[src/rtl/fifo_uart_tx.sv]
// fifo_uart_tx: pops one FIFO word per frame and serializes it as start, LSB-first data, optional even parity, stop
module fifo_uart_tx #(
  parameter int DATA_WIDTH   = 8,
  parameter int CLKS_PER_BIT = 16,
  parameter int BIT_CNT_SIZE = 16,
  parameter int PARITY_EN    = 0
) (
  input  logic                  clk,
  input  logic                  reset,
  input  logic                  enable,
  input  logic                  fifo_empty,
  input  logic [DATA_WIDTH-1:0] fifo_data,
  output logic                  fifo_rd_en,
  output logic                  tx,
  output logic                  busy,
  output logic                  frame_done,
  output logic [15:0]           frame_count
);
  localparam int IW = DATA_WIDTH > 1 ? $clog2(DATA_WIDTH) : 1;
  localparam logic [2:0] IDLE = 3'd0, START = 3'd1, DATA = 3'd2, PARITY = 3'd3, STOP = 3'd4;
  localparam logic [BIT_CNT_SIZE-1:0] LAST_CNT = BIT_CNT_SIZE'(CLKS_PER_BIT - 1);
  localparam logic [IW-1:0] LAST_IDX = IW'(DATA_WIDTH - 1);
  logic [2:0]              state_q, state_d;
  logic [BIT_CNT_SIZE-1:0] cnt_q, cnt_d;
  logic [IW-1:0]           idx_q, idx_d;
  logic [DATA_WIDTH-1:0]   shift_q, shift_d;
  logic                    par_q, par_d, tx_q, tx_d, done_q, done_d, bit_end;
  logic [15:0]             count_q, count_d;
  // next-state logic; tx is precomputed from the next state so the line changes on the bit boundary edge
  always_comb begin
    bit_end    = cnt_q == LAST_CNT;
    fifo_rd_en = reset & enable & ~fifo_empty & (state_q == IDLE);
    state_d    = state_q;
    cnt_d      = (state_q == IDLE || bit_end) ? '0 : cnt_q + 1'b1;
    idx_d      = idx_q;
    shift_d    = shift_q;
    par_d      = par_q;
    done_d     = 1'b0;
    count_d    = count_q;
    case (state_q)
      IDLE: if (fifo_rd_en) begin
        state_d = START;
        shift_d = fifo_data;
        par_d   = ^fifo_data;
      end
      START: if (bit_end) begin
        state_d = DATA;
        idx_d   = '0;
      end
      DATA: if (bit_end) begin
        shift_d = shift_q >> 1;
        idx_d   = idx_q + 1'b1;
        if (idx_q == LAST_IDX) state_d = PARITY_EN != 0 ? PARITY : STOP;
      end
      PARITY: if (bit_end) state_d = STOP;
      STOP: if (bit_end) begin
        state_d = IDLE;
        done_d  = 1'b1;
        count_d = count_q + 1'b1;
      end
      default: state_d = IDLE;
    endcase
    tx_d = state_d == START ? 1'b0 : state_d == DATA ? shift_d[0] : state_d == PARITY ? par_d : 1'b1;
  end
  // state registers; reset abandons any frame in flight and returns the line high
  always_ff @(posedge clk or negedge reset) begin
    if (!reset) begin
      state_q <= IDLE;
      cnt_q   <= '0;
      idx_q   <= '0;
      shift_q <= '0;
      par_q   <= 1'b0;
      tx_q    <= 1'b1;
      done_q  <= 1'b0;
      count_q <= '0;
    end else begin
      state_q <= state_d;
      cnt_q   <= cnt_d;
      idx_q   <= idx_d;
      shift_q <= shift_d;
      par_q   <= par_d;
      tx_q    <= tx_d;
      done_q  <= done_d;
      count_q <= count_d;
    end
  end
  assign tx          = tx_q;
  assign busy        = state_q != IDLE;
  assign frame_done  = done_q;
  assign frame_count = count_q;
endmodule

[config.mk]
export PLATFORM = sky130hd
export DESIGN_NAME = fifo_uart_tx
export DESIGN_NICKNAME = d
export VERILOG_FILES = /design/src/rtl/fifo_uart_tx.sv
export SDC_FILE = /design/constraint.sdc
export NUM_CORES = 1
export LEC_CHECK = 0
export ABC_AREA = 1
export BUFFER_PORTS_ARGS = -buffer_cell sky130_fd_sc_hd__buf_2
export CAP_MARGIN = 20
export CORE_MARGIN = 2
export CORE_UTILIZATION = 45
export DETAILED_ROUTE_END_ITERATION = 8
export PLACE_DENSITY = 0.7
export SLEW_MARGIN = 20
export SYNTH_ARGS = -nofsm -noshare
export SYNTH_HDL_FRONTEND = slang
export SYNTH_SLANG_ARGS = --single-unit
[constraint.sdc]
create_clock -name clk -period 1.4 [get_ports clk]
set_clock_uncertainty 0.05 [all_clocks]
set_input_delay 0.07 -clock clk [delete_from_list [all_inputs] [get_ports clk]]
set_output_delay 0.07 -clock clk [all_outputs]
set_load 0.05 [all_outputs]
# == After elaboration in Yosys (flattened, before gate mapping) ==
# Index checks and enable logic that the tools add are counted.
# W data, S select, Z words.
# totals
regBits,49
input_bits,12
out_inout_bits,20
wordCells,58
# op_classes
n_addsub,3
eq_ne,12
muxes,21
bitwise_logic,4
reduce_logical,9
# ops
operator,count
$add A16 B1 Y16 const B,2
$mux W3,8
$eq A16 B4 Y1 const B,1
$mux W16,1
$mux W8,2
$pmux W8 S2,1
$pmux W3 S5,1
$eq A3 B2 Y1 const B,4
$reduce_xor A8 Y1,1
$mux W1,7
$eq A3 B1 Y1 const B,2
$eq A3 B3 Y1 const B,2
$ne A2 B2 Y1 const B,3
$pmux W3 S2,1
$reduce_and A3 Y1,2
$reduce_bool A2 Y1,2
$add A3 B1 Y3 const B,1
$and A1 B1 Y1,3
$logic_not A3 Y1,1
$reduce_bool A3 Y1,1
$reduce_and A2 Y1,1
$logic_or A1 B1 Y1,1
$not A1 Y1,1

# == Logic depth before layout (Yosys ltp) ==
# logic_depth
depth_word,9
ltp_mapped,10
depth_no_buf,10

# == Least setup slack after synthesis ==
# No wires, ideal clock.
# synth_path
kind,register to register
from,register state_q[1]
to,register par_q
setup_time_ns,0.119
arrival_time_ns,1.648
required_ns,1.231
slack_ns,-0.417
stages_incl_launch_ff,7
path_buffers,1
synth_period_minus_slack_ns,1.817
cell_sequence,dfrtp_1 nor2_2 nand2_1 nor2_1 buf_4 nand3_1 and2_1
# synth_via
elab_chain_len,4
# synth_lines
item,line_no,rtl
from (decl),23,"logic [2:0] state_q, state_d;"
from (signal assigned),77,state_q <= state_d;
$logic_not A3 Y1,32,fifo_rd_en = reset & enable & ~fifo_empty & (state_q == IDLE);
$and A1 B1 Y1,32,
net fifo_rd_en,13,"output logic fifo_rd_en,"
$mux W1,41,IDLE: if (fifo_rd_en) begin
$mux W1,40,case (state_q)
net par_d,27,"logic par_q, par_d, tx_q, tx_d, done_q, done_d, bit_end;"
to (signal assigned),81,par_q <= par_d;
to (decl),27,
# The timed path passes the listed nets, and every way through them passes these cells.
# A chain may end at the register's enable or synchronous reset.

# == Worst setup path after layout ==
# layout_path
from,register cnt_q[6]
to,"register count_q[4], in the netlist frame_count[4]"
# layout_via
elab_chain_len,2
# layout_lines
item,line_no,rtl
from (decl),24,"logic [BIT_CNT_SIZE-1:0] cnt_q, cnt_d;"
from (signal assigned),78,cnt_q <= cnt_d;
$eq A16 B4 Y1,31,bit_end = cnt_q == LAST_CNT;
$reduce_and A2 Y1 (no source line),n/a,
to (signal assigned),84,count_q <= count_d;
to (decl),28,"logic [15:0] count_q, count_d;"
# No other way between the ends.

==> results_dict.tcl <==
set metrics [dict create \
    status "complete, but fails checks" \
    violations "setup timing" \
    grt_start_max_net_pins 50 \
    r2r_slack_ps -180 \
    fp.dieW_um 81.50 \
    syn-cell-area_um2 2703 \
    die_h_um 81.50 \
    p_leak_nw 2.006 \
    num-fill-cells 484 \
    setup_tns_ps -4071 \
    cts_num_sinks 49 \
    hold_viol 0 \
    worst_setup_path_end_kind "register" \
    crit_type "reg2reg" \
    cpMostUsedCell "nand2_4" \
    grt_pass1_wl_mm 10.81 \
    maxSlewHeadroom_pct 58.30 \
    fin_nets 463 \
    regArea_um2 1245 \
    viasPerCell 4.985 \
    slowest_delay_ps 420 \
    fmax_mhz 632.1 \
    drt-initial-drc-count 150 \
    clk_latency_ps 300 \
    clk_pin_slew_worst_paths_ps 90 \
    worstPathCellList "nor2_2 > nand2_2 > nor2_4 > nand2_4 > nor2_8 > buf_4 > nand2_4 > xnor2_2" \
    postRouteAntennaNets 0 \
    num_rows 28 \
    critPathArrivalTime_ps 1730 \
    num_antenna_cells 0 \
    cts_root_buf "clkbuf_8" \
    slowest_stage "dfrtp_1" \
    r2r_start "cnt_q[6]" \
    hp-class "in2reg" \
    worst_path_dominant_cell_family "simple AND/OR/NAND/NOR gates" \
    vdd_ir_drop_max_v 0.0006161 \
    place.gp.congestion 0.8369 \
    synth.distinct_cells 34 \
    power_mw 4.419 \
    critPathBufInv 1 \
    finalCriticalPeriod_ps 1582 \
    slew_violations 0 \
    syn_inst 348 \
    rsz0062_at_grt "true" \
    htree_levels 2 \
    drive_gt1_share_pct 37.72 \
    crit_fanout 5 \
    io-pin-count 32 \
    coreArea_um2 5851 \
    min_path_cells 6 \
    seq_area_frac_synth_pct 45.42 \
    multi_input_area_um2 1531 \
    cap_violations 0 \
    crit_required_ps 1550 \
    syn_area_per_cell_um2 7.766 \
    antenna_found_initial 0 \
    setup_viol 47 \
    grt_overflow_total 0 \
    synth_warnings 0 \
    wl_mm 6.736 \
    grt_pass1_vias 2430 \
    r2r-end "frame_count[4]" \
    pre_cts_ws_ps -234.2 \
    finalCritPeriodShare_pct 113.0 \
    worstMarginPinSlew_ps 625.5 \
    start_util_pct 46.19 \
    hold-worst-slack_ps 172.0 \
    min_to "shift_q[0]" \
    grt_use_total_pct 21.05 \
    powerDensity_nw_per_um2 1146 \
    setup_slack_ps -182.1 \
    cts-buffers-inserted 5 \
    critPathLaunchType "register" \
    cts_tree "done" \
    drt_first_pass_iters 4 \
    areaGrowthSynthToFinish_pct 42.73 \
    syn_nets 364 \
    cts_buffer_depth 2 \
    hold_start "fifo_data[0]" \
    port_buffers 31 \
    dieArea_um2 6641 \
    hpwl_mm 4.656 \
    vias 2607 \
    wire_per_inst_um 12.88 \
    r2r_cells 8 \
    synth-seq-cells 49 \
    drt_drc_violations_left 0 \
]
[registers in the layout, summed over array words and instances (netlist names)]
register     cells
cnt_q           16
state_q          3
frame_done       1
tx               1
idx_q            3
par_q            1
frame_count     16
shift_q          8
[tightest hold or removal path, cell delays in order]
cell and delay (ps):
buf_2 110, nand2_1 60, nand2_1 60, inv_2 50
buf_4 90, nand2_1 50
[how the worst max path moves through the flow]
stage / start / endpoint / slack (ps) / cells past startpoint
floorplan: frame_count[0] / frame_count[14] / -50 / 7
global placement: cnt_q[1] / cnt_q[4] / -220 / 7
detailed placement: cnt_q[1] / cnt_q[4] / -230 / 7
CTS: cnt_q[1] / frame_count[9] / -140 / 9
global route: cnt_q[1] / frame_count[8] / -260 / 8
finish: cnt_q[6] / frame_count[4] / -180 / 8
[cell families (layout without fill, tap and decap cells)]
kind of cell	count (synthesis)	in the layout	synth area share, %
buf+inv	47	147	6.713
flops	49	49	45.42
compound gates	32	32	7.268
xor+xnor	16	16	5.185
fa+ha+maj	4	4	1.852
simple gates	200	200	33.57
[synth_stat cells]
library cell  count  area [um^2]
nor3_1           10        50.05
a22oi_1           6        45.04
buf_2             1        5.000
inv_1            43        161.4
xor2_1            8        70.07
and3_1            1        6.260
nand2_2           1        6.260
and2_1            1        6.260
ha_1              4        50.05
dfstp_2           1        26.28
nor2_8            1        20.02
a21boi_0          1        7.510
a31o_2            1        8.760
nor3b_1           2        15.01
nor2_4            3        33.78
nand3_4           2        35.03
a22o_1            2        17.52
nor2_1           48        180.2
or2_2             1        6.260
o21ai_1           3        15.01
a21oi_1          10        50.05
nand4_1           3        18.77
nor3_2            1        10.01
xnor2_1           8        70.07
nand2_1          99        371.6
nor2_2            5        31.28
o21a_1            2        15.01
a31oi_1           2        12.51
nand3_1          21        105.1
nand2_4           1        11.26
dfrtp_1          48         1201
buf_4             1        7.510
o21ai_0           5        25.02
inv_2             2        7.510
[report_power, final]
group | leakage (nW) | switching [mW] | internal (mW)
Combinational | 1.32 | 0.884 | 0.777
Clock | 0.0512 | 0.497 | 0.402
Sequential | 0.631 | 0.183 | 1.68
Total | 2.01 | 1.56 | 2.86
[cell type report]
cell class,count,area share [%]
clock buffers,6,2.141
inverters,45,4.509
well taps,75,2.433
flip-flops and latches,49,32.27
clock inverters,2,0.3568
repair buffers,94,18.59
multi-input cells,252,39.70
[cell usage in the layout, fill, tap and decap left out, types with 2 or more instances in the layout]
| cell type | n |
|---|---|
| dlygate4sd3_1 | 8 |
| o21ai_1 | 3 |
| inv_1 | 41 |
| a21oi_1 | 7 |
| nand3_2 | 3 |
| clkbuf_8 | 6 |
| nor3_2 | 3 |
| nand2_1 | 90 |
| nand3_1 | 18 |
| o21ai_0 | 4 |
| buf_4 | 43 |
| a21oi_2 | 2 |
| xnor2_2 | 2 |
| dfrtp_2 | 14 |
| nor3_1 | 5 |
| buf_2 | 29 |
| a22o_1 | 2 |
| xnor2_1 | 6 |
| nor2_1 | 36 |
| nor3b_2 | 2 |
| dfrtp_1 | 34 |
| nand2_4 | 5 |
| xor2_1 | 8 |
| nand4_1 | 3 |
| o21a_1 | 2 |
| ha_4 | 2 |
| nor2_2 | 11 |
| buf_6 | 11 |
| inv_2 | 3 |
| nor2_4 | 9 |
| nand3_4 | 2 |
| nand2_2 | 6 |
| ha_1 | 2 |
| buf_8 | 3 |
| nor3_4 | 3 |
| a22oi_1 | 6 |
| a31oi_1 | 2 |
[routing by layer]
metal / GRT usage, % / vias to the layer above / share of wire, %
met1: 26.35 / 1240 / 42
met2: 37.13 / 55 / 53
met5: 0 / - / 0
li1: - / 1300 / -
met4: 5.593 / 0 / 1.7
met3: 3.956 / 12 / 3.1
[what timing repair did]
| item | in CTS | in global routing |
|---|---|---|
| pin swaps | 11 | 14 |
| setup endpoints to repair | 46 | 50 |
| endpoints found under the hold margin | 55 | 0 |
| resized for setup | 27 | 35 |
| setup buffers | 8 | 6 |
| hold buffers | 8 | 0 |
[per-stage QoR]
stage	utilization, %	std cells	cell area, um^2
2_1_floorplan	-	348	2808
4_1_cts	62.90	517	3680
5_1_grt	65.93	523	3857
3_3_place_gp	57.12	493	3342
3_5_place_dp	57.12	493	3342
6_report	65.93	523	3857
Note: power is estimated with default switching activity, not from simulation.
